`config.mk`:
```
export PLATFORM = sky130hd
export DESIGN_NAME = mem_bus_arbiter_flat
export DESIGN_NICKNAME = d
export VERILOG_FILES = /design/src/rtl/mem_bus_arbiter_if.sv /design/src/rtl/mem_bus_arbiter.sv /design/src/flat_wrapper.sv
export SDC_FILE = /design/constraint.sdc
export NUM_CORES = 1
export LEC_CHECK = 0
export BUFFER_PORTS_ARGS = -buffer_cell sky130_fd_sc_hd__buf_2
export CELL_PAD_IN_SITES_DETAIL_PLACEMENT = 1
export CELL_PAD_IN_SITES_GLOBAL_PLACEMENT = 1
export CORE_AREA = 2 2 117 119
export CTS_CLUSTER_SIZE = 10
export DETAILED_ROUTE_END_ITERATION = 7
export DIE_AREA = 0 0 119 121
export PLACE_DENSITY = 0.76
export SETUP_SLACK_MARGIN = 0.2
export SLEW_MARGIN = 20
export SYNTH_ARGS = -nofsm -noshare
export SYNTH_HDL_FRONTEND = slang
export SYNTH_SLANG_ARGS = --single-unit
```
`constraint.sdc`:
```
create_clock -name clk -period 3.4 [get_ports clk]
set_clock_uncertainty 0.1 [all_clocks]
set_input_delay 0.34 -clock clk [delete_from_list [all_inputs] [get_ports clk]]
set_output_delay 0.34 -clock clk [all_outputs]
set_load 0.03 [all_outputs]
```
`src/rtl/mem_bus_arbiter_if.sv`:
```
// Request/response signal bundle between the CPU-side requesters, the arbiter and the bus bridge.
// The slave modport is the arbiter's view; the master modport is the environment's view.
`timescale 1ns/1ps
interface mem_bus_arbiter_if;
  logic        inst_req;
  logic [31:0] inst_addr;
  logic        inst_addr_ok;
  logic [31:0] inst_rdata;
  logic        inst_data_ok;

  logic        data_req;
  logic        data_wr;
  logic [1:0]  data_size;
  logic [31:0] data_addr;
  logic [31:0] data_wdata;
  logic        data_addr_ok;
  logic [31:0] data_rdata;
  logic        data_data_ok;

  logic        bus_req;
  logic        bus_wr;
  logic [1:0]  bus_size;
  logic [31:0] bus_addr;
  logic [31:0] bus_wdata;
  logic        bus_addr_ok;
  logic [31:0] bus_rdata;
  logic        bus_data_ok;

  modport slave (
    input  inst_req, inst_addr,
    output inst_addr_ok, inst_rdata, inst_data_ok,
    input  data_req, data_wr, data_size, data_addr, data_wdata,
    output data_addr_ok, data_rdata, data_data_ok,
    output bus_req, bus_wr, bus_size, bus_addr, bus_wdata,
    input  bus_addr_ok, bus_rdata, bus_data_ok
  );

  modport master (
    output inst_req, inst_addr,
    input  inst_addr_ok, inst_rdata, inst_data_ok,
    output data_req, data_wr, data_size, data_addr, data_wdata,
    input  data_addr_ok, data_rdata, data_data_ok,
    input  bus_req, bus_wr, bus_size, bus_addr, bus_wdata,
    output bus_addr_ok, bus_rdata, bus_data_ok
  );
endinterface

```
`src/rtl/mem_bus_arbiter.sv`:
```
// Two-requester (fetch / data) arbiter onto one in-order SRAM-like bus with response routing.
// Optional macro ARB_PERFCNT_EN enables the arbitration-conflict performance counter.
`timescale 1ns/1ps
module mem_bus_arbiter #(
  parameter int MAX_OUTSTANDING = 4,
  parameter int MAX_WAIT        = 7
) (
  input  logic               clk,
  input  logic               reset,
  mem_bus_arbiter_if.slave   bus_if,
  output logic [31:0]        perfcnt_arb_conflict
);

  localparam int PTR_W = (MAX_OUTSTANDING > 1) ? $clog2(MAX_OUTSTANDING) : 1;
  localparam int CNT_W = PTR_W + 1;
  localparam logic [7:0]       MAX_WAIT_C = 8'(MAX_WAIT);
  localparam logic [CNT_W-1:0] DEPTH_C    = CNT_W'(MAX_OUTSTANDING);

  typedef enum logic {UNLOCKED = 1'b0, LOCKED = 1'b1} lock_state_e;

  lock_state_e                state_q, state_d;
  logic                       lock_gnt_q, lock_gnt_d;
  logic [7:0]                 wait_q, wait_d;
  logic [MAX_OUTSTANDING-1:0] fifo_q, fifo_d;
  logic [PTR_W-1:0]           wr_ptr_q, wr_ptr_d;
  logic [PTR_W-1:0]           rd_ptr_q, rd_ptr_d;
  logic [CNT_W-1:0]           count_q, count_d;

  logic lock_valid;
  logic gnt;
  logic gnt_req;
  logic fifo_full;
  logic fifo_empty;
  logic issue_req;
  logic accept;
  logic resp;
  logic head;

  function automatic logic [7:0] sat_inc(input logic [7:0] v);
    return (v >= MAX_WAIT_C) ? MAX_WAIT_C : v + 8'd1;
  endfunction

  // Grant: a held lock wins; otherwise data, unless fetch has starved for MAX_WAIT cycles.
  always_comb begin
    gnt = 1'b0;
    if (lock_valid)
      gnt = lock_gnt_q;
    else if (bus_if.data_req && !(bus_if.inst_req && (wait_q == MAX_WAIT_C)))
      gnt = 1'b1;
    gnt_req    = gnt ? bus_if.data_req : bus_if.inst_req;
    fifo_full  = (count_q == DEPTH_C);
    fifo_empty = (count_q == '0);
    issue_req  = gnt_req && !fifo_full && !reset;
    accept     = issue_req && bus_if.bus_addr_ok;
    resp       = bus_if.bus_data_ok && !fifo_empty && !reset;
    head       = fifo_q[rd_ptr_q];
  end

  assign bus_if.bus_req      = issue_req;
  assign bus_if.bus_wr       = gnt ? bus_if.data_wr    : 1'b0;
  assign bus_if.bus_size     = gnt ? bus_if.data_size  : 2'd2;
  assign bus_if.bus_addr     = gnt ? bus_if.data_addr  : bus_if.inst_addr;
  assign bus_if.bus_wdata    = gnt ? bus_if.data_wdata : 32'd0;
  assign bus_if.inst_addr_ok = accept && !gnt;
  assign bus_if.data_addr_ok = accept && gnt;
  // A response always belongs to the oldest outstanding entry, never one pushed this cycle.
  assign bus_if.inst_data_ok = resp && !head;
  assign bus_if.data_data_ok = resp && head;
  assign bus_if.inst_rdata   = bus_if.bus_rdata;
  assign bus_if.data_rdata   = bus_if.bus_rdata;

  always_comb begin
    state_d    = state_q;
    lock_gnt_d = lock_gnt_q;
    case (state_q)
      UNLOCKED: begin
        if (issue_req && !bus_if.bus_addr_ok) begin
          state_d    = LOCKED;
          lock_gnt_d = gnt;
        end
      end
      LOCKED: begin
        if (bus_if.bus_addr_ok || !gnt_req)
          state_d = UNLOCKED;
      end
      default: state_d = UNLOCKED;
    endcase
  end

  always_comb begin
    lock_valid = (state_q == LOCKED);
  end

  always_comb begin
    wait_d = wait_q;
    if (bus_if.inst_addr_ok)
      wait_d = 8'd0;
    else if (bus_if.inst_req)
      wait_d = sat_inc(wait_q);
  end

  always_comb begin
    fifo_d   = fifo_q;
    wr_ptr_d = wr_ptr_q;
    rd_ptr_d = rd_ptr_q;
    count_d  = count_q;
    if (accept) begin
      fifo_d[wr_ptr_q] = gnt;
      wr_ptr_d         = wr_ptr_q + PTR_W'(1);
    end
    if (resp)
      rd_ptr_d = rd_ptr_q + PTR_W'(1);
    case ({accept, resp})
      2'b10:   count_d = count_q + CNT_W'(1);
      2'b01:   count_d = count_q - CNT_W'(1);
      default: count_d = count_q;
    endcase
  end

  always_ff @(posedge clk or posedge reset) begin
    if (reset) begin
      state_q    <= UNLOCKED;
      lock_gnt_q <= 1'b0;
      wait_q     <= 8'd0;
      fifo_q     <= '0;
      wr_ptr_q   <= '0;
      rd_ptr_q   <= '0;
      count_q    <= '0;
    end else begin
      state_q    <= state_d;
      lock_gnt_q <= lock_gnt_d;
      wait_q     <= wait_d;
      fifo_q     <= fifo_d;
      wr_ptr_q   <= wr_ptr_d;
      rd_ptr_q   <= rd_ptr_d;
      count_q    <= count_d;
    end
  end

`ifdef ARB_PERFCNT_EN
  logic [31:0] perf_q, perf_d;

  always_comb begin
    perf_d = perf_q;
    if (bus_if.inst_req && bus_if.data_req && !lock_valid)
      perf_d = perf_q + 32'd1;
  end

  always_ff @(posedge clk or posedge reset) begin
    if (reset)
      perf_q <= 32'd0;
    else
      perf_q <= perf_d;
  end

  assign perfcnt_arb_conflict = perf_q;
`else
  assign perfcnt_arb_conflict = 32'd0;
`endif

endmodule

```
`src/flat_wrapper.sv`:
```
// flat-port wrapper written by rule: the top's interface ports become plain ports
module mem_bus_arbiter_flat 
#(
  parameter int MAX_OUTSTANDING = 4,
  parameter int MAX_WAIT        = 7
)
  (clk, reset, perfcnt_arb_conflict, bus_if_inst_req, bus_if_inst_addr, bus_if_inst_addr_ok, bus_if_inst_rdata, bus_if_inst_data_ok, bus_if_data_req, bus_if_data_wr, bus_if_data_size, bus_if_data_addr, bus_if_data_wdata, bus_if_data_addr_ok, bus_if_data_rdata, bus_if_data_data_ok, bus_if_bus_req, bus_if_bus_wr, bus_if_bus_size, bus_if_bus_addr, bus_if_bus_wdata, bus_if_bus_addr_ok, bus_if_bus_rdata, bus_if_bus_data_ok);
  mem_bus_arbiter_if bus_if_i ();
  input  logic clk;
  input  logic reset;
  output logic [31:0] perfcnt_arb_conflict;
  input wire logic [$bits(bus_if_i.inst_req)-1:0] bus_if_inst_req;
  input wire logic [$bits(bus_if_i.inst_addr)-1:0] bus_if_inst_addr;
  output wire logic [$bits(bus_if_i.inst_addr_ok)-1:0] bus_if_inst_addr_ok;
  output wire logic [$bits(bus_if_i.inst_rdata)-1:0] bus_if_inst_rdata;
  output wire logic [$bits(bus_if_i.inst_data_ok)-1:0] bus_if_inst_data_ok;
  input wire logic [$bits(bus_if_i.data_req)-1:0] bus_if_data_req;
  input wire logic [$bits(bus_if_i.data_wr)-1:0] bus_if_data_wr;
  input wire logic [$bits(bus_if_i.data_size)-1:0] bus_if_data_size;
  input wire logic [$bits(bus_if_i.data_addr)-1:0] bus_if_data_addr;
  input wire logic [$bits(bus_if_i.data_wdata)-1:0] bus_if_data_wdata;
  output wire logic [$bits(bus_if_i.data_addr_ok)-1:0] bus_if_data_addr_ok;
  output wire logic [$bits(bus_if_i.data_rdata)-1:0] bus_if_data_rdata;
  output wire logic [$bits(bus_if_i.data_data_ok)-1:0] bus_if_data_data_ok;
  output wire logic [$bits(bus_if_i.bus_req)-1:0] bus_if_bus_req;
  output wire logic [$bits(bus_if_i.bus_wr)-1:0] bus_if_bus_wr;
  output wire logic [$bits(bus_if_i.bus_size)-1:0] bus_if_bus_size;
  output wire logic [$bits(bus_if_i.bus_addr)-1:0] bus_if_bus_addr;
  output wire logic [$bits(bus_if_i.bus_wdata)-1:0] bus_if_bus_wdata;
  input wire logic [$bits(bus_if_i.bus_addr_ok)-1:0] bus_if_bus_addr_ok;
  input wire logic [$bits(bus_if_i.bus_rdata)-1:0] bus_if_bus_rdata;
  input wire logic [$bits(bus_if_i.bus_data_ok)-1:0] bus_if_bus_data_ok;
  assign bus_if_i.inst_req = bus_if_inst_req;
  assign bus_if_i.inst_addr = bus_if_inst_addr;
  assign bus_if_inst_addr_ok = bus_if_i.inst_addr_ok;
  assign bus_if_inst_rdata = bus_if_i.inst_rdata;
  assign bus_if_inst_data_ok = bus_if_i.inst_data_ok;
  assign bus_if_i.data_req = bus_if_data_req;
  assign bus_if_i.data_wr = bus_if_data_wr;
  assign bus_if_i.data_size = bus_if_data_size;
  assign bus_if_i.data_addr = bus_if_data_addr;
  assign bus_if_i.data_wdata = bus_if_data_wdata;
  assign bus_if_data_addr_ok = bus_if_i.data_addr_ok;
  assign bus_if_data_rdata = bus_if_i.data_rdata;
  assign bus_if_data_data_ok = bus_if_i.data_data_ok;
  assign bus_if_bus_req = bus_if_i.bus_req;
  assign bus_if_bus_wr = bus_if_i.bus_wr;
  assign bus_if_bus_size = bus_if_i.bus_size;
  assign bus_if_bus_addr = bus_if_i.bus_addr;
  assign bus_if_bus_wdata = bus_if_i.bus_wdata;
  assign bus_if_i.bus_addr_ok = bus_if_bus_addr_ok;
  assign bus_if_i.bus_rdata = bus_if_bus_rdata;
  assign bus_if_i.bus_data_ok = bus_if_bus_data_ok;
  mem_bus_arbiter #(.MAX_OUTSTANDING(MAX_OUTSTANDING), .MAX_WAIT(MAX_WAIT)) u_core (.clk(clk), .reset(reset), .bus_if(bus_if_i), .perfcnt_arb_conflict(perfcnt_arb_conflict));
endmodule
```
### After elaboration in Yosys (flattened, before gate mapping)

Cells that the tools add are included.

* flip-flop bits (word level): 21
* input bits: 137
* output and inout bits: 168

* $add $sub $neg: 5
* order comparisons: 4
* eq/ne operators: 4
* muxes and demuxes: 19
* bitwise operators: 1
* reduce and logical (&&, ||, !) cells: 26

Operators with widths (count)
* $mux W32: 2
* $mux W8: 3
* $logic_and A1 B1 Y1: 13
* $add A8 B1 Y8 const B: 1
* $eq A8 B3 Y1 const B: 1
* $ge A8 B3 Y1 const B: 1
* $logic_not A1 Y1: 8
* $mux W1: 8
* $lt A2 B3 Y1 const B: 2
* $pmux W3 S2: 1
* $add A2 B1 Y2 const B: 2
* $bwmux W4: 1
* $reduce_bool A2 Y1: 2
* $add A3 B1 Y3 const B: 1
* $eq A3 B3 Y1 const B: 1
* $logic_not A3 Y1: 1
* $sub A3 B1 Y3 const B: 1
* $bmux W1 S2: 1
* $demux W1 S2: 1
* $eq A2 B1 Y1 const B: 1
* $eq A2 B2 Y1 const B: 1
* $ge A2 B1 Y1 const B: 1
* $mux W2: 1
* $pmux W1 S2: 1
* 3 further kinds: 3

### Depth between registers and ports, before layout

Gate-level depths: netlist (run 1).

* word-level depth: 12
* gate-level depth with buffers: 12
* depth with buffers taken out: 10

### Worst setup path after synthesis (run 1)

No wires, ideal clock.

* path type: reg2reg
* start: register u_core.count_q[0]
* end: register u_core.count_q[2]
* setup time: 79 ps
* data arrival time: 2399 ps
* setup slack: 822 ps
* cell stages (with the launch flop): 12
* buffers on the path: 1
* cells stage by stage: dfrtp_1 > nor3b_1 > nor2_1 > and4_1 > buf_2 > inv_1 > ha_1 > inv_1 > fa_1 > xor2_1 > nor2_1 > xor2_1

* cells in the longest elaborated chain, start to end: 7
* elaborated cells on any way between the ends: 15

Ends and longest elaborated chain
* from (decl): RTL line mem_bus_arbiter.sv:27 `logic [CNT_W-1:0] count_q, count_d;`
* from (signal assigned): RTL line mem_bus_arbiter.sv:136 `count_q <= count_d;`
* $eq A3 B3 Y1: RTL line mem_bus_arbiter.sv:51 `fifo_full = (count_q == DEPTH_C);`
* $logic_not A1 Y1: RTL line mem_bus_arbiter.sv:53 `issue_req = gnt_req && !fifo_full && !reset;`
* $logic_and A1 B1 Y1 (2 in a row): RTL line mem_bus_arbiter.sv:53
* $logic_and A1 B1 Y1: RTL line mem_bus_arbiter.sv:54 `accept = issue_req && bus_if.bus_addr_ok;`
* $eq A2 B1 Y1 or $eq A2 B2 Y1 (tied branches): RTL line mem_bus_arbiter.sv:113 `case ({accept, resp})`
* $pmux W3 S2 or $reduce_bool A2 Y1 (tied branches)

Several ways; a longest one is shown, not always the timed one.
A chain may end at the register's enable or synchronous reset.

### Final worst setup path (run 1)

* start: register u_core.wait_q[6]
* end: output bus_if_bus_addr[7]

* cells in the longest elaborated chain, start to end: 7

Ends and longest elaborated chain
* from (decl): RTL line mem_bus_arbiter.sv:23 `logic [7:0] wait_q, wait_d;`
* from (signal assigned): RTL line mem_bus_arbiter.sv:132 `wait_q <= wait_d;`
* $eq A8 B3 Y1: RTL line mem_bus_arbiter.sv:48 `else if (bus_if.data_req && !(bus_if.inst_req && (wait_q == MAX_WAIT_C)))`
* $logic_and A1 B1 Y1: RTL line mem_bus_arbiter.sv:48
* $logic_not A1 Y1: RTL line mem_bus_arbiter.sv:48
* $logic_and A1 B1 Y1: RTL line mem_bus_arbiter.sv:48
* $mux W1: RTL line mem_bus_arbiter.sv:48
* $mux W1: RTL line mem_bus_arbiter.sv:46 `if (lock_valid)`
* $mux W32: RTL line mem_bus_arbiter.sv:62 `assign bus_if.bus_addr = gnt ? bus_if.data_addr : bus_if.inst_addr;`
* to (decl): RTL line flat_wrapper.sv:28 `output wire logic [$bits(bus_if_i.bus_addr)-1:0] bus_if_bus_addr;`

No other way between the ends.

==> results of run 1 <==
path summary, 6_finish.rpt:
| path | startpoint | end | slack (ps) | depth (start not counted) |
|---|---|---|---|---|
| max in group asynchronous | reset | u_core.wr_ptr_q[1] | 2860 | 3 |
| worst max register to register | u_core.lock_valid | u_core.count_q[2] | 630 | 10 |
| min in group clk | bus_if_bus_addr_ok | u_core.lock_valid | 260 | 2 |
| worst min register to register | u_core.count_q[2] | u_core.count_q[2] | 390 | 1 |
| worst min-delay path | reset | u_core.wait_q[3] | 110 | 3 |
| worst max-delay path | u_core.wait_q[6] | bus_if_bus_addr[7] | 380 | 6 |
report_power, final:
group	switching [mW]	total, mW	leakage, nW	internal (mW)
Clock	0.0905	0.250	0.0382	0.160
Combinational	0.818	1.35	1.48	0.533
Sequential	0.0997	0.450	0.255	0.351
Total	1.01	2.05	1.78	1.04
area by class of cell:
class,count,area share (%)
Timing Repair Buffer,180,28.9
Tap cell,176,6.89
Clock buffer,4,2.47
Sequential cell,21,16.4
Inverter,10,1.17
Multi-Input combinational cell,180,44.1
tightest hold or removal path: cells and delay by family:
| family | cells | cell delay [ps] |
|---|---|---|
| buffers and inverters | 3 | 510 |
cell families (layout without fill, tap and decap cells):
family / after synthesis / in the layout
muxes: 36 / 36
and+or+nand+nor: 73 / 73
AOI/OAI and AO/OA: 24 / 24
xor gates and xnor gates: 8 / 8
adders and majority gates: 7 / 7
DFF: 21 / 21
buffers and inverters: 116 / 194
other: 1 / 32
cells in the final DEF, fill, tap and decap left out, drive strengths merged, types with 2 or more instances in the layout:
cell type  synthesis  routed
a221oi             2       2
and2              35      35
xor2               3       3
xnor2              5       5
ha                 6       6
dfrtp             21      21
a31oi              9       9
inv               10      10
nor2b              2       2
buf              101     180
conb               1      32
nand2              7       7
mux2i              2       2
a21oi              6       6
mux2              33      33
nor2              10      10
nand3              4       4
clkbuf             5       4
nor3               6       6
nand2b             2       2
through the flow:
| step | total power [mW] | hold slack [ps] | instance area (um^2) | util (%) | std cells |
|---|---|---|---|---|---|
| 4_1_cts | 2.08 | 123 | 3200 | 24.4 | 571 |
| 2_1_floorplan | 1.64 | 225 | 2790 | - | 317 |
| 3_3_place_gp | 1.76 | 373 | 3120 | 23.8 | 567 |
| 6_report | 2.05 | 113 | 3200 | 24.4 | 571 |
| 3_5_place_dp | 1.82 | 381 | 3120 | 23.8 | 567 |
| 5_1_grt | 2.19 | 166 | 3200 | 24.4 | 571 |
flip-flops by register name, indices dropped and copies added (netlist names):
name,cells
u_core.wait_q,8
u_core.wr_ptr_q,2
u_core.lock_valid,1
u_core.lock_gnt_q,1
u_core.count_q,3
u_core.fifo_q,4
u_core.rd_ptr_q,2
metal layers:
metal,GRT usage [%],part of all wire (%)
met1,13.5,38
met5,0,0
met2,22.4,54
met3,3.29,7.5
met4,2.01,0.71
==> flow_metrics.env, run 1 <==
export IMPL_outcome="finished, final reports clean"
export IMPL_synth_avg_cell_area_um2=9.33
export IMPL_worst_ep_required_time_ps=2960
export IMPL_arrival_ps=2580
export IMPL_route_detailed_drc=0
export IMPL_criticalPathCategory="register to primary output"
export IMPL_synth_sequential_area_ratio_pct=19.7
export IMPL_grt_start_max_net_pins=37
export IMPL_clock_tree_buffer_depth=2
export IMPL_fmax_ghz=0.332
export IMPL_detail_route_wl_per_cell_um=16.1
export IMPL_areaGrowthSynthToFinish_pct=19.7
export IMPL_synth_cell_area_um2=2670
export IMPL_worstHoldPathType="input pin to asynchronous set/reset pin"
export IMPL_cp_num_buf_inv=2
export IMPL_floorplan_rows=42
export IMPL_grt_antenna_before_repair=0
export IMPL_clock_sink_count=21
export IMPL_final_seq_area_um2=526
export IMPL_cts_repair_resize_count=0
export IMPL_min_period_over_period_pct=88.7
export IMPL_die_width_um=119
export IMPL_die_h_um=121
export IMPL_crit_chain="or4_4 -> o31ai_4 -> o21a_4 -> buf_12 -> mux2_4 -> buf_2"
export IMPL_post_route_cells_drive_above_1_share_pct=55.9
export IMPL_setup_violations_final=0
export IMPL_tns_ps=0
export IMPL_synthSimpleGateAreaFrac_pct=15.5
export IMPL_antennaDiodeCount=0
export IMPL_finalWeightedCongestion=0.812
export IMPL_die_area_um2=14400
export IMPL_syn_inst=286
export IMPL_cellPowerDensity_nw_per_um2=642
export IMPL_synth_common_cells="96 x sky130_fd_sc_hd__buf_4, 35 x sky130_fd_sc_hd__and2_1, 30 x sky130_fd_sc_hd__mux2_4"
export IMPL_initial_utilization_pct=20.4
export IMPL_grt_use_total_pct=11.9
export IMPL_hold_violations=0
export IMPL_holdBufCountCts=0
export IMPL_io_buffers=176
export IMPL_max_cap_violations=0
export IMPL_synthTopCellsByArea="sky130_fd_sc_hd__buf_4 27%, sky130_fd_sc_hd__dfrtp_1 20%, sky130_fd_sc_hd__mux2_4 17%, sky130_fd_sc_hd__and2_1 8.2%, sky130_fd_sc_hd__ha_1 2.8%"
export IMPL_via_per_inst=3.92
export IMPL_first_global_vias=2367
export IMPL_critPathCaptureType="primary output"
export IMPL_ys_async_sr_fraction_pct=100
export IMPL_distinct_cell_type_count_after_synthesis=41
export IMPL_start_kind="register"
export IMPL_layout_nets=540
export IMPL_synth_edff_count=0
export IMPL_ir_drop_uv=223
export IMPL_place_ws_ps=634
export IMPL_hpwlAfterDp_mm=8.13
export IMPL_clk_pin_slew_worst_paths_ps=60
export IMPL_synth_main_ff_cell="sky130_fd_sc_hd__dfrtp_1"
export IMPL_floorplan_io_pins=305
export IMPL_drt_first_iter_violations=40
export IMPL_filler_cell_count=1613
export IMPL_numCtsBuffers=3
export IMPL_htreeDepth=1
export IMPL_ys_warnings_count=0
export IMPL_multiInputGateArea_um2=1410
export IMPL_tritoncts="done"
export IMPL_vias=2238
export IMPL_synth_compound_area_share_pct=6.75
export IMPL_detailedRoute_firstPassIterationCount=4
export IMPL_finalWorstPathRequiredPeriod_ps=3020
export IMPL_cp_slowest_stage_delay_ps=550
export IMPL_gr_total_overflow=0
export IMPL_critical_path_top_delay_family="compound AO/OA/AOI/OAI gates"
export IMPL_slowest_stage="sky130_fd_sc_hd__or4_4"
export IMPL_total_setup_buffers_inserted_after_cts=0
export IMPL_post_synth_adder_cell_area_pct=3.56
export IMPL_final_setup_worst_slack_ps=384
export IMPL_wire_length_of_the_first_global_routing_pass_mm=13.6
export IMPL_cp_max_fo=29
export IMPL_core_region_area_um2=13100
export IMPL_clock_insertion_delay_worst_skew_ps=260
export IMPL_yosys_area_top_type="sky130_fd_sc_hd__buf_4"
export IMPL_largest_family_of_logic_cells_by_synthesized_area="buffers and inverters"
export IMPL_cellLeakagePower_nw=1.78
export IMPL_yosys_cell_count_top_type="sky130_fd_sc_hd__buf_4"
export IMPL_muxShareOfSynthArea_pct=19.7
export IMPL_synth_xor_xnor_area_share_pct=2.63
export IMPL_drt_antenna_violating_nets=0
export IMPL_cts_root_buf="sky130_fd_sc_hd__clkbuf_16"
export IMPL_routed_wirelength_mm=9.18
export IMPL_report_final_slew_viol_count=0
export IMPL_ys_seq_elements=21
export IMPL_synth_top_area_share_pct=27.0
export IMPL_rsz0062_at_grt="false"
Note: power is estimated with default switching activity, not from simulation.
==> run 2, diff against run 1 <==
ABC_AREA = 1   (was unset)
CORE_AREA = 2 2 118 120   (was 2 2 117 119)
DIE_AREA = 0 0 120 122   (was 0 0 119 121)
PLACE_DENSITY = 0.8   (was 0.76)
==> run 2 against run 1 <==
Effect of this change:
- non-clock buffer count shrank 1
- register-to-register slack gained 590 ps
- maximum frequency grew 16%
- synthesized area shrank 0.98%
- sequential share of layout area grew 0.22 points
- critical path type unchanged
- largest power group unchanged
==> flow_metrics.env, run 2 <==
export IMPL_wire_length_of_the_first_global_routing_pass_mm=12.3
export IMPL_cellLeakagePower_nw=2.03
export IMPL_criticalPathCategory="register to primary output"
export IMPL_post_route_cell_area_um2=3150
export IMPL_yosys_cell_count_top_type="sky130_fd_sc_hd__nand2_1"
export IMPL_cp_num_buf_inv=4
export IMPL_synthTopCellsByArea="sky130_fd_sc_hd__buf_4 28%, sky130_fd_sc_hd__dfrtp_1 20%, sky130_fd_sc_hd__nand2_1 16%, sky130_fd_sc_hd__inv_1 8.7%, sky130_fd_sc_hd__nor2_1 6.4%"
export IMPL_core_region_area_um2=13500
export IMPL_synth_compound_area_share_pct=4.88
export IMPL_outcome="finished, final reports clean"
export IMPL_first_global_vias=2370
export IMPL_grt_antenna_before_repair=0
export IMPL_critical_path_top_delay_family="buffers and inverters"
export IMPL_max_cap_violations=0
export IMPL_registers_top_by_ff_count="u_core.wait_q"
export IMPL_synth_edff_count=0
export IMPL_layout_commonest_cell="sky130_fd_sc_hd__buf_2"
export IMPL_muxShareOfSynthArea_pct=0
export IMPL_fmax_ghz=0.384
export IMPL_post_synth_adder_cell_area_pct=3.60
export IMPL_vias=2609
export IMPL_cp_slowest_stage_delay_ps=370
export IMPL_syn_inst=411
export IMPL_crit_start="u_core.wait_q[0]"
export IMPL_clock_sink_count=21
export IMPL_filler_cell_count=1832
export IMPL_post_dp_cell_area_um2=3070
export IMPL_via_per_inst=3.74
export IMPL_numCtsBuffers=3
export IMPL_grt_use_met3_pct=4.35
export IMPL_tns_ps=0
export IMPL_grt_use_met2_pct=19.8
export IMPL_synth_top_area_share_pct=28.1
export IMPL_floorplan_rows=43
export IMPL_slowest_stage="sky130_fd_sc_hd__dfrtp_1"
export IMPL_setup_violations_final=0
export IMPL_cp_max_fo=62
export IMPL_detailedRoute_firstPassIterationCount=4
export IMPL_post_route_cells_drive_above_1_share_pct=39.5
export IMPL_timing_rr_start="u_core.lock_valid"
export IMPL_distinct_cell_type_count_after_synthesis=31
export IMPL_synth_common_cells="112 x sky130_fd_sc_hd__nand2_1, 99 x sky130_fd_sc_hd__buf_4, 61 x sky130_fd_sc_hd__inv_1"
export IMPL_ys_async_sr_fraction_pct=100
export IMPL_ys_seq_elements=21
export IMPL_largest_family_of_logic_cells_by_synthesized_area="buffers and inverters"
export IMPL_rsz0062_at_grt="false"
export IMPL_gr_total_overflow=0
export IMPL_cts_root_buf="sky130_fd_sc_hd__clkbuf_16"
export IMPL_floorplan_io_pins=305
export IMPL_clock_insertion_delay_worst_skew_ps=260
export IMPL_ir_drop_uv=231
export IMPL_drt_antenna_violating_nets=0
export IMPL_initial_utilization_pct=19.6
export IMPL_largest_register_ff_count=8
export IMPL_yosys_area_top_type="sky130_fd_sc_hd__buf_4"
export IMPL_top_regs="u_core.wait_q: 8 flops, u_core.fifo_q: 4 flops, u_core.count_q: 3 flops"
export IMPL_report_final_slew_viol_count=0
export IMPL_ys_warnings_count=0
export IMPL_antennaDiodeCount=0
export IMPL_layout_nets=662
export IMPL_synth_sequential_area_ratio_pct=19.9
export IMPL_min_period_over_period_pct=76.6
export IMPL_route_detailed_drc=0
export IMPL_power_total_mw=2.20
export IMPL_die_h_um=122
export IMPL_cts_repair_resize_count=0
export IMPL_grt_start_max_net_pins=63
export IMPL_hpwlAfterDp_mm=7.28
export IMPL_synthSimpleGateAreaFrac_pct=29.7
export IMPL_finalWorstPathRequiredPeriod_ps=2600
export IMPL_clock_tree_buffer_depth=2
export IMPL_clk_pin_slew_worst_paths_ps=60
export IMPL_worst_path_most_repeated_cell="sky130_fd_sc_hd__nand2_1"
export IMPL_io_buffers=176
export IMPL_routed_wirelength_mm=8.66
export IMPL_synth_main_ff_cell="sky130_fd_sc_hd__dfrtp_1"
export IMPL_arrival_ps=2160
export IMPL_grt_use_met1_pct=11.0
export IMPL_areaGrowthSynthToFinish_pct=19.3
export IMPL_mostFrequentLayoutCells="176 x sky130_fd_sc_hd__buf_2, 111 x sky130_fd_sc_hd__nand2_1, 61 x sky130_fd_sc_hd__inv_1"
export IMPL_synth_avg_cell_area_um2=6.43
export IMPL_final_core_util_pct=23.3
export IMPL_synth_xor_xnor_area_share_pct=1.33
export IMPL_holdBufCountCts=0
export IMPL_grt_use_total_pct=10.6
export IMPL_total_setup_buffers_inserted_after_cts=0
export IMPL_critPathCaptureType="primary output"
export IMPL_worstHoldPathType="input pin to asynchronous set/reset pin"
export IMPL_die_width_um=120
export IMPL_drt_first_iter_violations=42
export IMPL_crit_chain="ha_1 -> nand2_1 -> inv_2 -> nand3_1 -> o21ai_1 -> nand2_2 -> inv_2 -> buf_12 -> nand2_1 -> nand2_1 -> buf_2"
export IMPL_start_kind="register"
export IMPL_detail_route_wl_per_cell_um=12.4
export IMPL_die_area_um2=14600
export IMPL_worst_ep_required_time_ps=2960
export IMPL_tritoncts="done"
export IMPL_busiest_layer="met2"
export IMPL_hold_violations=0
export IMPL_synth_cell_area_um2=2640
export IMPL_htreeDepth=1
export IMPL_finalWeightedCongestion=0.705
export IMPL_cellPowerDensity_nw_per_um2=697
[run 2: cell count changes in the layout (fill, tap and decap cells not counted), moves of 4 or more]
cell / before / now
sky130_fd_sc_hd__nor2_1: 10 / 45
sky130_fd_sc_hd__nor2_2: 0 / 10
sky130_fd_sc_hd__nand2_1: 7 / 111
sky130_fd_sc_hd__nor3_1: 6 / 1
sky130_fd_sc_hd__xnor2_1: 5 / 1
sky130_fd_sc_hd__mux2_4: 30 / 0
sky130_fd_sc_hd__inv_1: 10 / 61
sky130_fd_sc_hd__and2_1: 35 / 1
sky130_fd_sc_hd__a31oi_1: 9 / 0
sky130_fd_sc_hd__o21bai_1: 0 / 5
sky130_fd_sc_hd__o21ai_0: 0 / 6
sky130_fd_sc_hd__nand3_1: 4 / 10
[run 2: area by class of cell]
cell class / count / area (um^2) / share of cell area (%)
multi-input cells: 249 / 1170 / 37.0
repair buffers: 179 / 916 / 29.0
flip-flops and latches: 21 / 526 / 16.7
inverters: 64 / 240 / 7.62
well taps: 180 / 225 / 7.14
clock buffers: 4 / 78.8 / 2.50
[run 2: final timing paths]
check | endpoint | depth (start not counted) | slack [ps]
setup / recovery | bus_if_bus_addr[12] | 11 | 800
hold / removal | u_core.wait_q[0] | 3 | 30
setup reg to reg | u_core.count_q[2] | 9 | 1220
hold reg to reg | u_core.wait_q[4] | 2 | 380
max in group asynchronous | u_core.rd_ptr_q[0] | 3 | 2950
min in group clk | u_core.wait_q[7] | 2 | 290
[run 2: cells by family (layout without fill, tap and decap cells)]
| logic type | after synthesis | in the layout |
|---|---|---|
| xor gates and xnor gates | 4 | 4 |
| DFF | 21 | 21 |
| AOI/OAI and AO/OA | 20 | 20 |
| buffers and inverters | 172 | 247 |
| adders and majority gates | 7 | 7 |
| other | 1 | 32 |
| and+or+nand+nor | 186 | 186 |
[run 2: tightest hold or removal path: stages]
cell and delay, ps:
sky130_fd_sc_hd__buf_2 110, sky130_fd_sc_hd__inv_1 40, sky130_fd_sc_hd__buf_4 270
[run 2: metrics by stage]
stage | hold slack (ps) | cells | setup WS [ps]
6_report | 26.2 | 697 | 795
4_1_cts | 37.5 | 697 | 768
3_5_place_dp | 309 | 693 | 1050
2_1_floorplan | 225 | 442 | 1110
5_1_grt | 58.8 | 697 | 548
3_3_place_gp | 307 | 693 | 1130
[run 2: power breakdown]
| group | total (mW) | leakage, nW | switching (mW) | internal (mW) |
|---|---|---|---|---|
| logic | 1.53 | 1.74 | 1.08 | 0.446 |
| clock network | 0.247 | 0.0382 | 0.0876 | 0.160 |
| registers | 0.425 | 0.258 | 0.0764 | 0.349 |
[run 2: layer usage]
layer,vias up,routed length [um]
met5,-,0
met3,11,1030
met4,0,108
li1,1286,-
met1,1147,3070
met2,165,4450
==> run 3, diff against run 2 <==
clock period = 2.55 ns   (was 3.4 ns; I/O delays follow)
==> run 3 against run 2 <==
Effect of this change:
- global-route usage fell by 0.41 points
- sequential cell count stayed put
- register-to-register slack got worse by 770 ps
- utilization grew 1.9 points
- combinational power up 54%
- critical path depth did not move
- wire length rose by 3.7%
- via count increased by 2.5%
==> flow_metrics.env, run 3 (synthesis gave the netlist of run 2 again) <==
export IMPL_min_period_over_period_pct=89.3
export IMPL_cp_max_fo=22
export IMPL_die_area_um2=14600
export IMPL_clock_tree_buffer_depth=2
export IMPL_max_cap_violations=0
export IMPL_worstHoldPathType="input pin to register"
export IMPL_post_route_cell_area_um2=3420
export IMPL_top_regs="u_core.wait_q: 8 flops, u_core.fifo_q: 4 flops, u_core.count_q: 3 flops"
export IMPL_worstHoldPathCells=2
export IMPL_r2r_end="u_core.count_q[2]"
export IMPL_detailedRoute_firstPassIterationCount=6
export IMPL_clk_pin_slew_worst_paths_ps=60
export IMPL_switching_share_pct=53.3
export IMPL_largest_register_ff_count=8
export IMPL_final_setup_worst_slack_ps=273
export IMPL_finalWorstPathRequiredPeriod_ps=2280
export IMPL_layout_nets=675
export IMPL_io_buffers=176
export IMPL_mostFrequentLayoutCells="164 x sky130_fd_sc_hd__buf_2, 110 x sky130_fd_sc_hd__nand2_1, 60 x sky130_fd_sc_hd__inv_1"
export IMPL_clock_sink_count=21
export IMPL_grt_antenna_before_repair=0
export IMPL_ir_drop_uv=270
export IMPL_antennaDiodeCount=0
export IMPL_critPathCaptureType="primary output"
export IMPL_arrival_ps=1920
export IMPL_final_cells=710
export IMPL_htreeDepth=1
export IMPL_gr_total_overflow=0
export IMPL_numCtsBuffers=3
export IMPL_start_kind="register"
export IMPL_tritoncts="done"
export IMPL_clock_insertion_delay_worst_skew_ps=260
export IMPL_via_per_inst=3.77
export IMPL_areaGrowthSynthToFinish_pct=29.3
export IMPL_timing_hold_worst_endpoint="u_core.wait_q[7]"
export IMPL_wire_length_of_the_first_global_routing_pass_mm=11.9
export IMPL_core_region_area_um2=13500
export IMPL_setup_reg_to_reg_worst_slack_ps=450
export IMPL_pwr_share_clk_pct=10.5
export IMPL_power_share_sequential_pct=17.2
export IMPL_grt_use_total_pct=10.2
export IMPL_worst_hold_startpoint="bus_if_inst_req"
export IMPL_die_width_um=120
export IMPL_cts_root_buf="sky130_fd_sc_hd__clkbuf_16"
export IMPL_die_h_um=122
export IMPL_routed_wirelength_mm=8.97
export IMPL_filler_cell_count=1766
export IMPL_fmax_ghz=0.439
export IMPL_tns_ps=0
export IMPL_worst_ep_required_time_ps=2190
export IMPL_detail_route_wl_per_cell_um=12.6
export IMPL_initial_utilization_pct=19.6
export IMPL_rsz0062_at_grt="true"
export IMPL_cell_count_after_placement=695
export IMPL_outcome="finished, final reports clean"
export IMPL_share_comb_of_total_power_pct=72.4
export IMPL_registers_top_by_ff_count="u_core.wait_q"
export IMPL_vias=2675
export IMPL_report_final_slew_viol_count=0
export IMPL_post_dp_cell_area_um2=3090
export IMPL_layout_commonest_cell="sky130_fd_sc_hd__buf_2"
export IMPL_floorplan_rows=43
export IMPL_internal_power_mw=1.51
export IMPL_grt_start_max_net_pins=45
export IMPL_post_route_cells_drive_above_1_share_pct=42.1
export IMPL_setup_violations_final=0
export IMPL_place_ws_ps=378
export IMPL_timing_rr_start="u_core.lock_valid"
export IMPL_cellLeakagePower_nw=2.15
export IMPL_depth_of_the_worst_register_to_register_path=8
export IMPL_hpwlAfterDp_mm=7.16
export IMPL_hold_worst_slack_ps=226
export IMPL_drt_first_iter_violations=53
export IMPL_route_detailed_drc=0
export IMPL_cellPowerDensity_nw_per_um2=949
export IMPL_criticalPathCategory="register to primary output"
export IMPL_hold_violations=0
export IMPL_drt_antenna_violating_nets=0
export IMPL_finalWeightedCongestion=0.701
export IMPL_floorplan_io_pins=305
export IMPL_first_global_vias=2336
export IMPL_p_switching_mw=1.73
-- run 3: cell types whose count changed in the layout (fill, tap and decap cells not counted), sizes merged --
cell,previous run,this run
clkinvlp,0,1
clkbuf,4,9
buf,179,185
inv,64,63
dlygate4sd3,0,1
clkinv,0,1
-- run 3: how the worst max path moves through the flow --
stage | end | slack [ps] | cells past startpoint | from
floorplan | u_core.count_q[2] | 350 | 9 | reset
global route | bus_if_bus_addr[24] | 160 | 12 | u_core.wait_q[1]
finish | bus_if_bus_wdata[23] | 270 | 11 | u_core.wait_q[0]
detailed placement | u_core.count_q[2] | 380 | 10 | bus_if_data_req
global placement | u_core.count_q[2] | 420 | 10 | bus_if_data_req
CTS | bus_if_bus_addr[14] | 210 | 11 | u_core.wait_q[0]
-- run 3: final cells by class --
type | instances | area (um^2) | share of cell area, %
multi-input combinational | 249 | 1190 | 34.7
timing repair buffer | 192 | 1150 | 33.7
sequential | 21 | 526 | 15.4
inverter | 64 | 245 | 7.18
tap | 180 | 225 | 6.59
clock buffer | 3 | 75.1 | 2.20
clock inverter | 1 | 7.51 | 0.220
-- run 3: routing by layer --
metal,vias up,share of wire (%),GRT usage [%]
li1,1315,-,-
met1,1184,35,10.7
met2,170,52,19.1
met3,6,12,4.40
met4,0,0.67,1.76
met5,-,0,0
-- run 3: power groups by stage --
stage | registers [mW] | logic (mW) | clock network, mW
2_1_floorplan | 0.540 | 1.77 | 0
5_1_grt | 0.575 | 2.58 | 0.363
3_3_place_gp | 0.558 | 2.04 | 0
6_report | 0.557 | 2.35 | 0.340
3_5_place_dp | 0.564 | 2.07 | 0
4_1_cts | 0.559 | 2.08 | 0.349
-- run 3: timing repair --
action | CTS | global route
setup buffers | 0 | 7
hold endpoints to repair | 21 | 0
setup endpoints to repair | 0 | 40
hold buffers | 1 | 0
gates resized for setup | 0 | 38
-- run 3: worst max-delay path, cell delays in order (launching register included) --
cell                        delay, ps
sky130_fd_sc_hd__dfrtp_1          390
sky130_fd_sc_hd__ha_2             200
sky130_fd_sc_hd__nand2_2           80
sky130_fd_sc_hd__inv_2             40
sky130_fd_sc_hd__nand3_2           50
sky130_fd_sc_hd__o21ai_2           50
sky130_fd_sc_hd__nand2_2          110
sky130_fd_sc_hd__clkinv_4         110
sky130_fd_sc_hd__buf_12           140
sky130_fd_sc_hd__clkbuf_16        180
sky130_fd_sc_hd__nor2_1           110
sky130_fd_sc_hd__buf_2            200
-- run 3: through the flow --
step	power, mW	util (%)
6_report	3.24	25.3
5_1_grt	3.52	25.3
4_1_cts	2.99	23.6
3_5_place_dp	2.64	22.9
3_3_place_gp	2.60	22.9
2_1_floorplan	2.31	-
